### src/rtl/regfile_readout_seq.sv
// Read-side sequencer: walks the accumulator register file, streams each word on a
// valid/ready port, and optionally pulses the regfile clear after the last word.
module regfile_readout_seq #(
  parameter int DATA_W      = 32,
  parameter int DEPTH       = 10,
  parameter int ADDR_W      = 4,
  parameter int CLEAR_AFTER = 1
) (
  input  logic              clk,
  input  logic              rst,
  input  logic              start,
  output logic              busy,
  output logic              done,
  output logic              rf_sel,
  output logic [ADDR_W-1:0] rf_addr,
  input  logic [DATA_W-1:0] rf_dataR,
  output logic              rf_rst_reg,
  output logic [DATA_W-1:0] out_data,
  output logic [ADDR_W-1:0] out_idx,
  output logic              out_valid,
  input  logic              out_ready,
  output logic              out_last
);

  typedef enum logic [2:0] {
    S_IDLE,
    S_FETCH,
    S_SEND,
    S_CLEAR,
    S_DONE
  } state_t;

  localparam logic [ADDR_W-1:0] LAST_IDX = ADDR_W'(DEPTH - 1);

  state_t              state_q, state_d;
  logic [ADDR_W-1:0]   idx_q, idx_d;
  logic [DATA_W-1:0]   data_q, data_d;
  logic [ADDR_W-1:0]   oidx_q, oidx_d;
  logic                valid_q, valid_d;
  logic                last_q, last_d;
  logic                busy_q, busy_d;
  logic                done_q, done_d;
  logic                clr_q, clr_d;

  // NOTE: every variable gets its hold value first, so no path through the case leaves one unassigned (no latch).
  always_comb begin
    state_d = state_q;
    idx_d   = idx_q;
    data_d  = data_q;
    oidx_d  = oidx_q;
    valid_d = valid_q;
    last_d  = last_q;

    unique case (state_q)
      S_IDLE: begin
        idx_d = '0;
        if (start) state_d = S_FETCH;
      end
      S_FETCH: begin
        data_d  = rf_dataR;
        oidx_d  = idx_q;
        last_d  = (idx_q == LAST_IDX);
        valid_d = 1'b1;
        state_d = S_SEND;
      end
      S_SEND: begin
        // Offered word stays frozen until the downstream handshake.
        if (valid_q && out_ready) begin
          valid_d = 1'b0;
          if (idx_q == LAST_IDX) begin
            state_d = (CLEAR_AFTER != 0) ? S_CLEAR : S_DONE;
          end else begin
            idx_d   = idx_q + ADDR_W'(1);
            state_d = S_FETCH;
          end
        end
      end
      S_CLEAR: state_d = S_DONE;
      S_DONE: begin
        // Return every output to its idle value on the way back to IDLE.
        idx_d   = '0;
        data_d  = '0;
        oidx_d  = '0;
        last_d  = 1'b0;
        state_d = S_IDLE;
      end
      default: state_d = S_IDLE;
    endcase

    busy_d = (state_d != S_IDLE);
    done_d = (state_d == S_DONE);
    clr_d  = (state_d == S_CLEAR);
  end

  // NOTE: sequential state uses non-blocking assignments so all flops update together at the edge.
  always_ff @(posedge clk) begin
    if (rst) begin
      state_q <= S_IDLE;
      idx_q   <= '0;
      data_q  <= '0;
      oidx_q  <= '0;
      valid_q <= 1'b0;
      last_q  <= 1'b0;
      busy_q  <= 1'b0;
      done_q  <= 1'b0;
      clr_q   <= 1'b0;
    end else begin
      state_q <= state_d;
      idx_q   <= idx_d;
      data_q  <= data_d;
      oidx_q  <= oidx_d;
      valid_q <= valid_d;
      last_q  <= last_d;
      busy_q  <= busy_d;
      done_q  <= done_d;
      clr_q   <= clr_d;
    end
  end

  assign busy       = busy_q;
  assign done       = done_q;
  assign rf_sel     = busy_q;
  assign rf_addr    = idx_q;
  assign rf_rst_reg = clr_q;
  assign out_data   = data_q;
  assign out_idx    = oidx_q;
  assign out_valid  = valid_q;
  assign out_last   = last_q;

endmodule

### config.mk
export PLATFORM = sky130hd
export DESIGN_NAME = regfile_readout_seq
export DESIGN_NICKNAME = d
export VERILOG_FILES = /design/src/rtl/regfile_readout_seq.sv
export SDC_FILE = /design/constraint.sdc
export NUM_CORES = 1
export LEC_CHECK = 0
export CAP_MARGIN = 25
export CORE_MARGIN = 3
export CORE_UTILIZATION = 41
export DETAILED_ROUTE_END_ITERATION = 10
export PLACE_DENSITY = 0.9
export SLEW_MARGIN = 20
export SYNTH_ARGS = -nofsm -noshare
export SYNTH_HDL_FRONTEND = slang
export SYNTH_SLANG_ARGS = --single-unit
### constraint.sdc
create_clock -name clk -period 1.7 [get_ports clk]
set_input_delay 0.34 -clock clk [delete_from_list [all_inputs] [get_ports clk]]
set_output_delay 0.34 -clock clk [all_outputs]
set_load 0.01 [all_outputs]
; Yosys cells after proc, flatten, opt, wreduce, memory -nomap -nowiden
; Cells that the tools add are included.
[totals]
register_bits = 48
out_inout_bits = 46
word_cells = 40
[classes]
addsub = 1
n_eq_ne = 9
n_mux = 12
n_reduce_logical = 9
[op_table]
columns = op, count
row1 = one-hot mux 32 bit (2 select lines), 1
row2 = one-hot mux 4 bit (2 select lines), 2
row3 = one-hot mux 3 bit (4 select lines), 1
row4 = equality test 3 x 2 -> 1 bit (second input constant), 3
row5 = two-way mux 4 bit, 2
row6 = equality test 3 bit (second input constant), 2
row7 = two-way mux 3 bit, 2
row8 = nonzero test 2 bit, 3
row9 = adder 4 x 1 -> 4 bit (second input constant), 1
row10 = equality test 4 bit (second input constant), 1
row11 = != test 2 bit (second input constant), 2
row12 = one-hot mux 1 bit (2 select lines), 2
row13 = equality test 3 x 1 -> 1 bit (second input constant), 1
row14 = zero test 3 bit, 1
row15 = AND reduction 3 bit, 1
row16 = nonzero test 3 bit, 1
row17 = two-way mux 2 bit, 1
row18 = AND reduction 2 bit, 1
row19 = OR reduction 2 bit, 1
row20 = logical AND 1 bit, 1
row21 = two-way mux 1 bit, 1

; Longest topological paths before layout
[depth]
ltp_word = 5
ltp_mapped = 5
ltp_nobuf = 5

; Worst setup path before layout
; No wires, ideal clock.
[synth_timing]
path_type = register -> register
startpoint = register state_q[0]
endpoint = register idx_q[0] (netlist: rf_addr[0])
setup_time_ns = 0.069
t_arrival_ns = 1.518
required_time_ns = 1.631
slack_ns = 0.113
path_stages_with_launch = 6
n_path_buf = 2
period_less_slack_ns = 1.587
path_cell_list = dfxtp_1 > buf_6 > or3b_1 > buf_2 > or4_4 > o21ai_1
[synth_between]
elab_chain_len = 4
[synth_lines]
columns = item, line_no
row1 = "start, declared", 35  ; state_t state_q, state_d;
row2 = "start signal, assigned", 108  ; state_q <= state_d;
row3 = equality test 3 bit or zero test 3 bit (tied branches), 54  ; unique case (state_q)
row4 = OR reduction 2 bit (no line), -
row5 = nonzero test 2 bit (no line), -
row6 = AND reduction 3 bit (no line), -
row7 = "end signal, assigned", 109  ; idx_q <= idx_d;
row8 = "end, declared", 36  ; logic [ADDR_W-1:0] idx_q, idx_d;
; Parallel ways exist; a longest one is shown, timed or not.
; A chain may end at the register's enable or synchronous reset.

; Worst setup path after layout
[layout_timing]
startpoint = register idx_q[1] (netlist: rf_addr[1])
endpoint = output port rf_addr[1]
[layout_rtl]
columns = item, line_no
row1 = "end, declared", 15  ; output logic [ADDR_W-1:0] rf_addr,
; No word-level cell between the ends.

==> results.toml <==
[finish]
nNetsFinal = 337
regArea_um2 = 962
multi_input_comb_area_um2 = 791
largest_register_ffs = 32
post_route_cells_drive_above_1_share = 0.0903
area_growth_pct = 53.0
antennaDiodeCount = 0
stdcell_area_um2 = 2810
num-fill-cells = 366

[clock_network]
cts_tree = "done"
post_cts_resized = 0
cts_hold_repair.buffers = 0
ctsLongestPathBuffers = 2
cts_made_buffers = 5
cts_setup_buffers = 0
cts.clk_slew.worst_paths_ps = 80
clock_latency_ps = 290
htree_levels = 2
clockRootBuffer = "sky130_fd_sc_hd__clkbuf_8"
cts_num_sinks = 48

[logic_synthesis]
synth_xor_xnor_area_share = 0.00478
mux_share_of_post_synthesis_cell_area = 0.0109
synthesis.yosys.warnings = 0
yosys-top-cells-area = "sky130_fd_sc_hd__dfxtp_1, sky130_fd_sc_hd__a21oi_1, sky130_fd_sc_hd__o21ai_0"
synth_simple_gate_area_share = 0.151
syn-mean-instance-area_um2 = 8.41
synth-compound-area-share = 0.244
synth-edff-count = 0
synthAdderAreaFrac = 0.0137
synthesis.nets = 256
synth_top_family_by_area = "compound AO/OA/AOI/OAI gates"
ys_seq_elements = 48
netlist-cell-type-count = 30
synth_cells = 218
synth_top_area_frac = 0.524
async_set_or_reset_flop_fraction_in_the_synthesized_netlist = 0
synth.yosys.seq_area_share = 0.524
dominantRegCellSynth = "sky130_fd_sc_hd__dfxtp_1"
post-synth-top-area-cell = "sky130_fd_sc_hd__dfxtp_1"
mapped_cell_area_um2 = 1830

[detailed_routing]
first_drt_iteration_drcs = 89
wl_um = 4670
met3RoutedLength_um = 399
vias_per_cell = 5.14
antenna_violating_nets_post_route = 0
dr_pass1_iterations = 4
routed-via-count = 1794
detailroute.wirelength.met2_um = 2220
avgRoutedWirePerCell_um = 13.4
topRoutingLayerUsed = "met4"
drc_errors = 0
wirelength_met1_um = 2010

[sta]
finClkSkew_ps = 4.97
report.final.slew_viol_count = 0
setup-tns-final_ps = 0
final.period_utilization = 0.960
grt_setup_unrepaired = "no"
setup_violations = 0
clock.fmax_mhz = 613
final_hold_viol_count = 0
finalWorstPathRequiredPeriod_ps = 1630
worst-slew-pin-transition_ps = 411
relSlewSlack = 0.726

[min_path]
whs_endpoint = "out_data[29]"
hold_start = "out_data[29]"
worst_hold_path_class = "reg2reg"
cell_depth_of_the_worst_min_delay_path = 2

[worst_setup_path]
crit_required_ps = 1360
rr_worst_depth = 3
regToRegStartpoint = "state_q[0]"
critical_path_arrival_ps = 1290
crit_path_end_kind = "primary output"
path_class = "reg2out"
crit_path_top_delay_cell = "sky130_fd_sc_hd__clkdlybuf4s50_1"
critPathMaxFanout = 5
crit_path_start_kind = "flip-flop"
crit-reg2reg-capture = "rf_addr[0]"
critical-path-max-stage-delay_ps = 530
timing.reg2reg.setup_slack_ps = 170
path_cells = "buf_4 -> clkdlybuf4s50_1"

[power_and_ir_drop]
cellInternalPower_uw = 1660
clock_power_share = 0.283
power_density_normalized_to_cell_area_nw_per_um2 = 788
power.switching_fraction = 0.247
ir_drop_uv = 548
p_sw_uw = 547
power_frac_comb = 0.176
power_leakage_uw = 0.000974
seq_power_share = 0.541

[place]
dpl-instance-area_um2 = 2730
dp_hpwl_um = 3270
globalplace.congestion = 0.747
numPortBuffers = 81

[floorplan]
num_rows = 23
ioPinCount = 82
initial_utilization = 0.442
area_of_the_die_um2 = 5310
die_height_um = 72.9
core-area_um2 = 4140
die-width_um = 72.9

[global_route]
globalRouteTotalUtil = 0.179
grt_start_max_net_pins = 47
grt_first_pass_wirelength_um = 7470
globalRoute.totalOverflow = 0
first_global_vias = 1663
antenna_found_initial = 0

[run]
max_capacitance_violation_count = 0

[outcome]
status = "complete, no violations"
Yosys cell counts, types with 2 or more instances:
cell / instances
sky130_fd_sc_hd__inv_1: 3
sky130_fd_sc_hd__ha_1: 2
sky130_fd_sc_hd__o21ai_1: 2
sky130_fd_sc_hd__clkbuf_1: 16
sky130_fd_sc_hd__dfxtp_1: 48
sky130_fd_sc_hd__nor2_1: 2
sky130_fd_sc_hd__nor4_1: 3
sky130_fd_sc_hd__and3_2: 2
sky130_fd_sc_hd__a21oi_1: 39
sky130_fd_sc_hd__nand2_1: 42
sky130_fd_sc_hd__o311ai_0: 2
sky130_fd_sc_hd__o21ai_0: 38
sky130_fd_sc_hd__mux2i_1: 2
worst max-delay path: cells and delay by family (launching register included):
family,cells,cell delay [ps]
buffers and inverters,2,670
DFF,1,340
cell type report:
class | count | area share
clock buffer | 6 | 0.0259
clock inverter | 1 | 0.00178
inverter | 3 | 0.00401
multi-input combinational | 148 | 0.282
sequential | 48 | 0.343
tap | 50 | 0.0223
timing repair buffer | 93 | 0.321
routing by layer:
layer  up-vias  track usage
met2        58        0.306
met5         -            0
li1        906            -
met1       825        0.210
met3         5       0.0716
met4         0       0.0430
cell usage in the layout (no fill, tap or decap), drive strengths merged, types with 3 or more instances in the layout:
cell type	instances
a21oi	39
buf	12
clkbuf	6
clkdlybuf4s50	81
dfxtp	48
inv	3
nand2	42
nor4	3
o21ai	40
cells by family after synthesis:
kind of cell	Yosys count
AO/OA/AOI/OAI	85
AND/OR/NAND/NOR	58
flip-flops	48
buffers and inverters	22
multiplexers	2
adder cells (fa/ha/maj)	2
XOR/XNOR	1
power groups by stage:
stage                     sequential [uW]  combinational (uW)  clock (uW)
after global placement               1220                 386           0
after floorplan                      1240                 147           0
final                                1200                 389         626
after global routing                 1200                 423         697
after CTS                            1200                 393         647
after detailed placement             1220                 391           0
metrics by stage:
| step | std cells | setup slack, ps | util | hold slack [ps] | total power, uW |
|---|---|---|---|---|---|
| after floorplan | 218 | 113 | - | 463 | 1390 |
| after global placement | 342 | 50.5 | 0.658 | 456 | 1600 |
| after detailed placement | 342 | 24.9 | 0.658 | 466 | 1610 |
| after CTS | 349 | 1.79 | 0.677 | 475 | 2240 |
| after global routing | 349 | 3.50 | 0.677 | 496 | 2320 |
| final | 349 | 67.8 | 0.677 | 475 | 2210 |
how the worst max path moves through the flow:
stage                            end       start  slack (ps)
after CTS                 rf_addr[0]  rf_addr[0]           2
after detailed placement  rf_addr[0]   out_ready          20
after global routing      rf_addr[1]  rf_addr[1]           3
after floorplan           rf_addr[0]  state_q[0]         110
final                     rf_addr[1]  rf_addr[1]          70
after global placement    rf_addr[0]   out_ready          50
(Power assumes the default switching activity.)
